[config.mk]
export PLATFORM = sky130hd
export DESIGN_NAME = exe_divider_flat
export DESIGN_NICKNAME = d
export VERILOG_FILES = /design/src/rtl/exe_divider_pkg.sv /design/src/rtl/exe_divider_if.sv /design/src/rtl/exe_divider_step.sv /design/src/rtl/exe_divider.sv /design/src/flat_wrapper.sv
export SDC_FILE = /design/constraint.sdc
export NUM_CORES = 1
export LEC_CHECK = 0
export ABC_AREA = 1
export CAP_MARGIN = 20
export CELL_PAD_IN_SITES_DETAIL_PLACEMENT = 1
export CELL_PAD_IN_SITES_GLOBAL_PLACEMENT = 2
export CORE_MARGIN = 5
export CORE_UTILIZATION = 30
export CTS_CLUSTER_SIZE = 28
export DETAILED_ROUTE_END_ITERATION = 6
export PLACE_DENSITY_LB_ADDON = 0.3
export SLEW_MARGIN = 20
export SYNTH_ARGS = -nofsm -noshare
export SYNTH_HDL_FRONTEND = slang
export SYNTH_SLANG_ARGS = --single-unit
export TNS_END_PERCENT = 5
[constraint.sdc]
create_clock -name clk -period 2.9 [get_ports clk]
set_input_delay 0.58 -clock clk [delete_from_list [all_inputs] [get_ports clk]]
set_output_delay 0.58 -clock clk [all_outputs]
set_load 0.01 [all_outputs]
[src/rtl/exe_divider_pkg.sv]
// Shared CPU definitions used by the EXE-stage divider: operand width,
// divide opcode encodings and the divider FSM state type.
package cpu_pkg;

    localparam int XLEN = 32;

    localparam logic [1:0] DIV_W  = 2'b00;
    localparam logic [1:0] MOD_W  = 2'b01;
    localparam logic [1:0] DIV_WU = 2'b10;
    localparam logic [1:0] MOD_WU = 2'b11;

    typedef enum logic [1:0] {
        S_IDLE,
        S_DIV,
        S_SIGN,
        S_DONE
    } div_state_t;

endpackage

[src/rtl/exe_divider_if.sv]
// Bundle between the EXE stage control and the iterative divider.
// The master is the EXE stage, the slave is the divider itself.
interface exe_divider_if #(parameter int W = 32);

    logic         flush;
    logic         div_valid;
    logic [1:0]   div_op;
    logic [W-1:0] div_src1;
    logic [W-1:0] div_src2;
    logic         ms_allowin;
    logic         div_busy;
    logic         div_done;
    logic [W-1:0] div_result;

    modport master (
        output flush, div_valid, div_op, div_src1, div_src2, ms_allowin,
        input  div_busy, div_done, div_result
    );

    modport slave (
        input  flush, div_valid, div_op, div_src1, div_src2, ms_allowin,
        output div_busy, div_done, div_result
    );

endinterface

[src/rtl/exe_divider_step.sv]
// One restoring-division step: shift {R,Q} left by one, try to subtract the
// divisor from R and shift the success bit into Q.
module div_step #(
    parameter int W = 32
) (
    input  logic [W-1:0] r_i,
    input  logic [W-1:0] q_i,
    input  logic [W-1:0] d_i,
    output logic [W-1:0] r_o,
    output logic [W-1:0] q_o
);

    logic [W:0] r_sh;
    logic [W:0] trial;

    // R < d holds between steps, so the shifted remainder fits in W+1 bits and
    // the top bit of the trial difference is a clean borrow flag.
    assign r_sh  = {r_i, q_i[W-1]};
    assign trial = r_sh - {1'b0, d_i};

    assign r_o = trial[W] ? r_sh[W-1:0] : trial[W-1:0];
    assign q_o = {q_i[W-2:0], ~trial[W]};

endmodule

[src/rtl/exe_divider.sv]
// Iterative 32-bit signed/unsigned divider for the EXE stage: one quotient
// bit per cycle on operand magnitudes, then a single sign-fix cycle.
module exe_divider #(
    parameter int XLEN  = 32,
    parameter int CNT_W = 6
) (
    input logic          clk,
    input logic          resetn,
    exe_divider_if.slave dif
);

    import cpu_pkg::*;

    div_state_t        state_q, state_d;
    logic [1:0]        op_q, op_d;
    logic              sq_q, sq_d;
    logic              sr_q, sr_d;
    logic              zero_q, zero_d;
    logic [XLEN-1:0]   src1_q, src1_d;
    logic [XLEN-1:0]   divisor_q, divisor_d;
    logic [XLEN-1:0]   r_q, r_d;
    logic [XLEN-1:0]   q_q, q_d;
    logic [CNT_W-1:0]  cnt_q, cnt_d;
    logic [XLEN-1:0]   result_q, result_d;
    logic              busy_q, busy_d;

    logic              is_signed, s1, s2;
    logic [XLEN-1:0]   abs1, abs2, quo, rem, step_r, step_q;

    assign is_signed = (dif.div_op == DIV_W) || (dif.div_op == MOD_W);
    assign s1        = is_signed & dif.div_src1[XLEN-1];
    assign s2        = is_signed & dif.div_src2[XLEN-1];
    assign abs1      = s1 ? -dif.div_src1 : dif.div_src1;
    assign abs2      = s2 ? -dif.div_src2 : dif.div_src2;

    // Divide by zero bypasses the sign fix: all-ones quotient, raw dividend.
    assign quo = zero_q ? '1     : (sq_q ? -q_q : q_q);
    assign rem = zero_q ? src1_q : (sr_q ? -r_q : r_q);

    div_step #(.W(XLEN)) u_step (
        .r_i (r_q),
        .q_i (q_q),
        .d_i (divisor_q),
        .r_o (step_r),
        .q_o (step_q)
    );

    always_comb begin
        state_d   = state_q;
        op_d      = op_q;
        sq_d      = sq_q;
        sr_d      = sr_q;
        zero_d    = zero_q;
        src1_d    = src1_q;
        divisor_d = divisor_q;
        r_d       = r_q;
        q_d       = q_q;
        cnt_d     = cnt_q;
        result_d  = result_q;

        if (dif.flush) begin
            state_d = S_IDLE;
        end else begin
            case (state_q)
                S_IDLE: begin
                    if (dif.div_valid) begin
                        op_d      = dif.div_op;
                        sq_d      = s1 ^ s2;
                        sr_d      = s1;
                        zero_d    = (dif.div_src2 == '0);
                        src1_d    = dif.div_src1;
                        divisor_d = abs2;
                        r_d       = '0;
                        q_d       = abs1;
                        cnt_d     = '0;
                        state_d   = S_DIV;
                    end
                end
                S_DIV: begin
                    r_d   = step_r;
                    q_d   = step_q;
                    cnt_d = cnt_q + CNT_W'(1);
                    if (cnt_q == CNT_W'(XLEN - 1)) begin
                        state_d = S_SIGN;
                    end
                end
                S_SIGN: begin
                    result_d = op_q[0] ? rem : quo;
                    state_d  = S_DONE;
                end
                S_DONE: begin
                    if (dif.ms_allowin) begin
                        state_d = S_IDLE;
                    end
                end
                default: state_d = S_IDLE;
            endcase
        end

        busy_d = (state_d != S_IDLE);
    end

    always_ff @(posedge clk) begin
        if (!resetn) begin
            state_q   <= S_IDLE;
            op_q      <= '0;
            sq_q      <= 1'b0;
            sr_q      <= 1'b0;
            zero_q    <= 1'b0;
            src1_q    <= '0;
            divisor_q <= '0;
            r_q       <= '0;
            q_q       <= '0;
            cnt_q     <= '0;
            result_q  <= '0;
            busy_q    <= 1'b0;
        end else begin
            state_q   <= state_d;
            op_q      <= op_d;
            sq_q      <= sq_d;
            sr_q      <= sr_d;
            zero_q    <= zero_d;
            src1_q    <= src1_d;
            divisor_q <= divisor_d;
            r_q       <= r_d;
            q_q       <= q_d;
            cnt_q     <= cnt_d;
            result_q  <= result_d;
            busy_q    <= busy_d;
        end
    end

    assign dif.div_busy   = busy_q;
    assign dif.div_done   = (state_q == S_DONE);
    assign dif.div_result = result_q;

endmodule

[src/flat_wrapper.sv]
// flat-port wrapper written by rule: the top's interface ports become plain ports
module exe_divider_flat import cpu_pkg::*;
#(
    parameter int XLEN  = 32,
    parameter int CNT_W = 6
)
  (clk, resetn, dif_flush, dif_div_valid, dif_div_op, dif_div_src1, dif_div_src2, dif_ms_allowin, dif_div_busy, dif_div_done, dif_div_result);
  exe_divider_if #(.W(32)) dif_i ();
  input logic clk;
  input logic resetn;
  input wire logic [$bits(dif_i.flush)-1:0] dif_flush;
  input wire logic [$bits(dif_i.div_valid)-1:0] dif_div_valid;
  input wire logic [$bits(dif_i.div_op)-1:0] dif_div_op;
  input wire logic [$bits(dif_i.div_src1)-1:0] dif_div_src1;
  input wire logic [$bits(dif_i.div_src2)-1:0] dif_div_src2;
  input wire logic [$bits(dif_i.ms_allowin)-1:0] dif_ms_allowin;
  output wire logic [$bits(dif_i.div_busy)-1:0] dif_div_busy;
  output wire logic [$bits(dif_i.div_done)-1:0] dif_div_done;
  output wire logic [$bits(dif_i.div_result)-1:0] dif_div_result;
  assign dif_i.flush = dif_flush;
  assign dif_i.div_valid = dif_div_valid;
  assign dif_i.div_op = dif_div_op;
  assign dif_i.div_src1 = dif_div_src1;
  assign dif_i.div_src2 = dif_div_src2;
  assign dif_i.ms_allowin = dif_ms_allowin;
  assign dif_div_busy = dif_i.div_busy;
  assign dif_div_done = dif_i.div_done;
  assign dif_div_result = dif_i.div_result;
  exe_divider #(.XLEN(XLEN), .CNT_W(CNT_W)) u_core (.clk(clk), .resetn(resetn), .dif(dif_i));
endmodule
==> metrics <==
drc violations=0; IO Pins=105; CTS tree=built; Rel. slew slack=0.556; initial core utilization=0.303; Setup CP Type=reg2reg; share of layout cells above drive strength 1=0.0916; Root Driver=clkbuf_16; Synth Register Bits=173; max-cap violations=0; final setup vio count=0; n_diodes=0; Reg clk slew, reported paths=0.08 ns; Critical Path Sink=u_core.r_q[5]$_SDFFE_PN0P_; status=complete, no violations; Yosys cell types=54; non-filler instance count after layout=3,073; antenna violations before repair=0; CTS max path bufs=2; most frequent cells in the layout=628 x nand2_1, 346 x inv_1, 209 x nand3_1, 185 x a21oi_1, 179 x nor2_1; critical path launch point type=flip-flop; final hold violations=0; CTS resizes=0; port bufs=104; syn avg cell area=6.00 um^2; worst min-delay path class=reg2reg; mean routed wirelength per cell=20.3 um; origin of the critical flop-to-flop path=u_core.q_q[31]$_SDFFE_PN0P_; Hold Slack=0.460 ns; CP Launch Point=u_core.q_q[31]$_SDFFE_PN0P_; Cell Area, Synth=0.0141 mm^2; # placed instances=3,041; Core ar.=0.0466 mm^2; Post-Place Cell Area=0.0161 mm^2; cell count after synthesis=2,352; critical path arrival=3.04 ns; Detailed Route WL=62,300 um; Final WS setup=0.213 ns; crit path time final=2.69 ns; GRT Total Usage=0.239; pre-CTS setup slack=-0.00289 ns; crit end category=flip-flop; Die W=227 um; RR Endpoint=u_core.r_q[5]$_SDFFE_PN0P_; Top FF cell, synth=dfxtp_1; Detail Route Antenna Nets=0; most common cell after layout, fill and taps aside=nand2_1; Final nets=2,562; first-pass GRT wire length=93,800 um; dpl hpwl=51,200 um; max-slew violation count=0; DR vias/cell=5.17; routability congestion estimate=0.920; sequential area share after synthesis=0.245; Die Height=227 um; clk sink count=173; Max Fclk=372 MHz; Finished Cell Area=0.0167 mm^2; worst-margin pin slew=0.665 ns; row cnt=79; Critical Path RT=3.25 ns; CTS H-tree lvls=4; via count=15,900; gr ovfl total=0; initial drt markers=983; Post-CTS Setup Repair Bufs=0; final clock skew=0.0126 ns; asr flop ratio synth=0; number of flops mapped to enable cells by yosys=0; worst r2r path cells=17; final core area utilization=0.358; Pwr Density=409 mW/mm^2; largest net degree at the start of global routing=57; clock latency on the worst-skew pair=0.47 ns; total CTS buffers=17; Pre-antenna DRT Iters=7; Tcrit/Tclk final=0.927; Post-CTS Hold Buffers=0; Lkg Pwr=7.85 nW; vias in the first global route=15,600; RSZ-0062 raised after global routing=false; Synth warnings=0; Reg2Reg Setup Slack=0.21 ns; maximum vdd drop=327 uV; syn nets=2,461; Area Growth Syn to Fin=18.2%; die area=0.0515 mm^2; worst-path fanout max=15
[final cells by class]
cell class | count | area, um^2
clock buffers | 18 | 439
clock inverters | 14 | 171
fillers | 6138 | 29900
inverters | 365 | 1370
multi-input cells | 1725 | 8860
flip-flops and latches | 173 | 3460
well taps | 607 | 759
repair buffers | 171 | 1610
[layer usage]
layer | GRT usage | routed length (um) | part of all wire | vias to the layer above
li1 | - | - | - | 7780
met2 | 0.374 | 27500 | 0.44 | 395
met4 | 0.0501 | 1030 | 0.017 | 0
met5 | 0 | 0 | 0 | -
met3 | 0.0372 | 3450 | 0.055 | 53
met1 | 0.348 | 30400 | 0.49 | 7649
[how the worst min path moves through the flow]
stage	from	to	depth (start not counted)
floorplan	u_core.src1_q[11]$_SDFFE_PN0P_	u_core.src1_q[11]$_SDFFE_PN0P_	2
global placement	u_core.cnt_q[5]$_SDFFE_PN0P_	u_core.cnt_q[5]$_SDFFE_PN0P_	1
detailed placement	u_core.cnt_q[5]$_SDFFE_PN0P_	u_core.cnt_q[5]$_SDFFE_PN0P_	1
CTS	u_core.cnt_q[4]$_SDFFE_PN0P_	u_core.cnt_q[4]$_SDFFE_PN0P_	2
global route	u_core.cnt_q[5]$_SDFFE_PN0P_	u_core.cnt_q[5]$_SDFFE_PN0P_	1
finish	u_core.cnt_q[4]$_SDFFE_PN0P_	u_core.cnt_q[4]$_SDFFE_PN0P_	2
[flip-flops by register name, indices dropped and copies added, names as in the netlist]
| name | cells |
|---|---|
| u_core.cnt_q | 6 |
| u_core.dif.div_busy | 1 |
| u_core.dif.div_result | 32 |
| u_core.divisor_q | 32 |
| u_core.op_q | 1 |
| u_core.q_q | 32 |
| u_core.r_q | 32 |
| u_core.sq_q | 1 |
| u_core.sr_q | 1 |
| u_core.src1_q | 32 |
| u_core.state_q | 2 |
| u_core.zero_q | 1 |
[worst max-delay path, stage by stage, from the launching register on]
cell and delay, ns:
dfxtp_1 0.37, inv_1 0.11, ha_1 0.25, fa_1 0.44, inv_1 0.14, nand2_1 0.06, nand2_1 0.08, nand3_2 0.08
nand2_4 0.10, nand2_4 0.06, nand2_4 0.06, nand2_4 0.07, nand2_4 0.11, nand2_4 0.13, nand2_4 0.24, nand2_1 0.09
nand3_1 0.08, a21oi_1 0.07
[Yosys cell counts (all sizes together) (19+ instances only)]
cell type | count | area share
nand3 | 236 | 0.094
ha | 37 | 0.033
dfxtp | 173 | 0.25
inv | 360 | 0.096
a21oi | 210 | 0.082
o21ai | 151 | 0.054
nand4 | 25 | 0.011
nand2 | 672 | 0.19
xor2 | 47 | 0.029
nor2 | 190 | 0.055
nor3 | 31 | 0.011
o22ai | 19 | 0.0084
o211ai | 25 | 0.013
buf | 36 | 0.015
clkbuf | 51 | 0.014
[cells by family (layout without fill, tap and decap cells)]
logic type / Yosys count / count (layout) / synth area share
AND/OR/NAND/NOR: 1181 / 1181 / 0.375
buffers and inverters: 454 / 568 / 0.128
flip-flops: 173 / 173 / 0.245
adder cells (fa/ha/maj): 38 / 38 / 0.0342
AO/OA/AOI/OAI: 450 / 450 / 0.182
XOR/XNOR: 56 / 56 / 0.0348
[power by group]
part           total, mW  leakage [nW]  internal, mW  switching (mW)
Combinational       1.76          6.14         0.560            1.20
Sequential          2.55          1.41          2.46          0.0848
Clock               2.52         0.304          1.33            1.18
Total               6.83          7.85          4.36            2.47
[metrics by stage]
step	power [mW]	setup TNS (ns)
finish	6.83	0
global route	7.15	0
CTS	6.85	0
floorplan	3.65	0
detailed placement	4.34	-0.00289
global placement	4.32	-0.00471
Note: power is estimated with default switching activity, not from simulation.
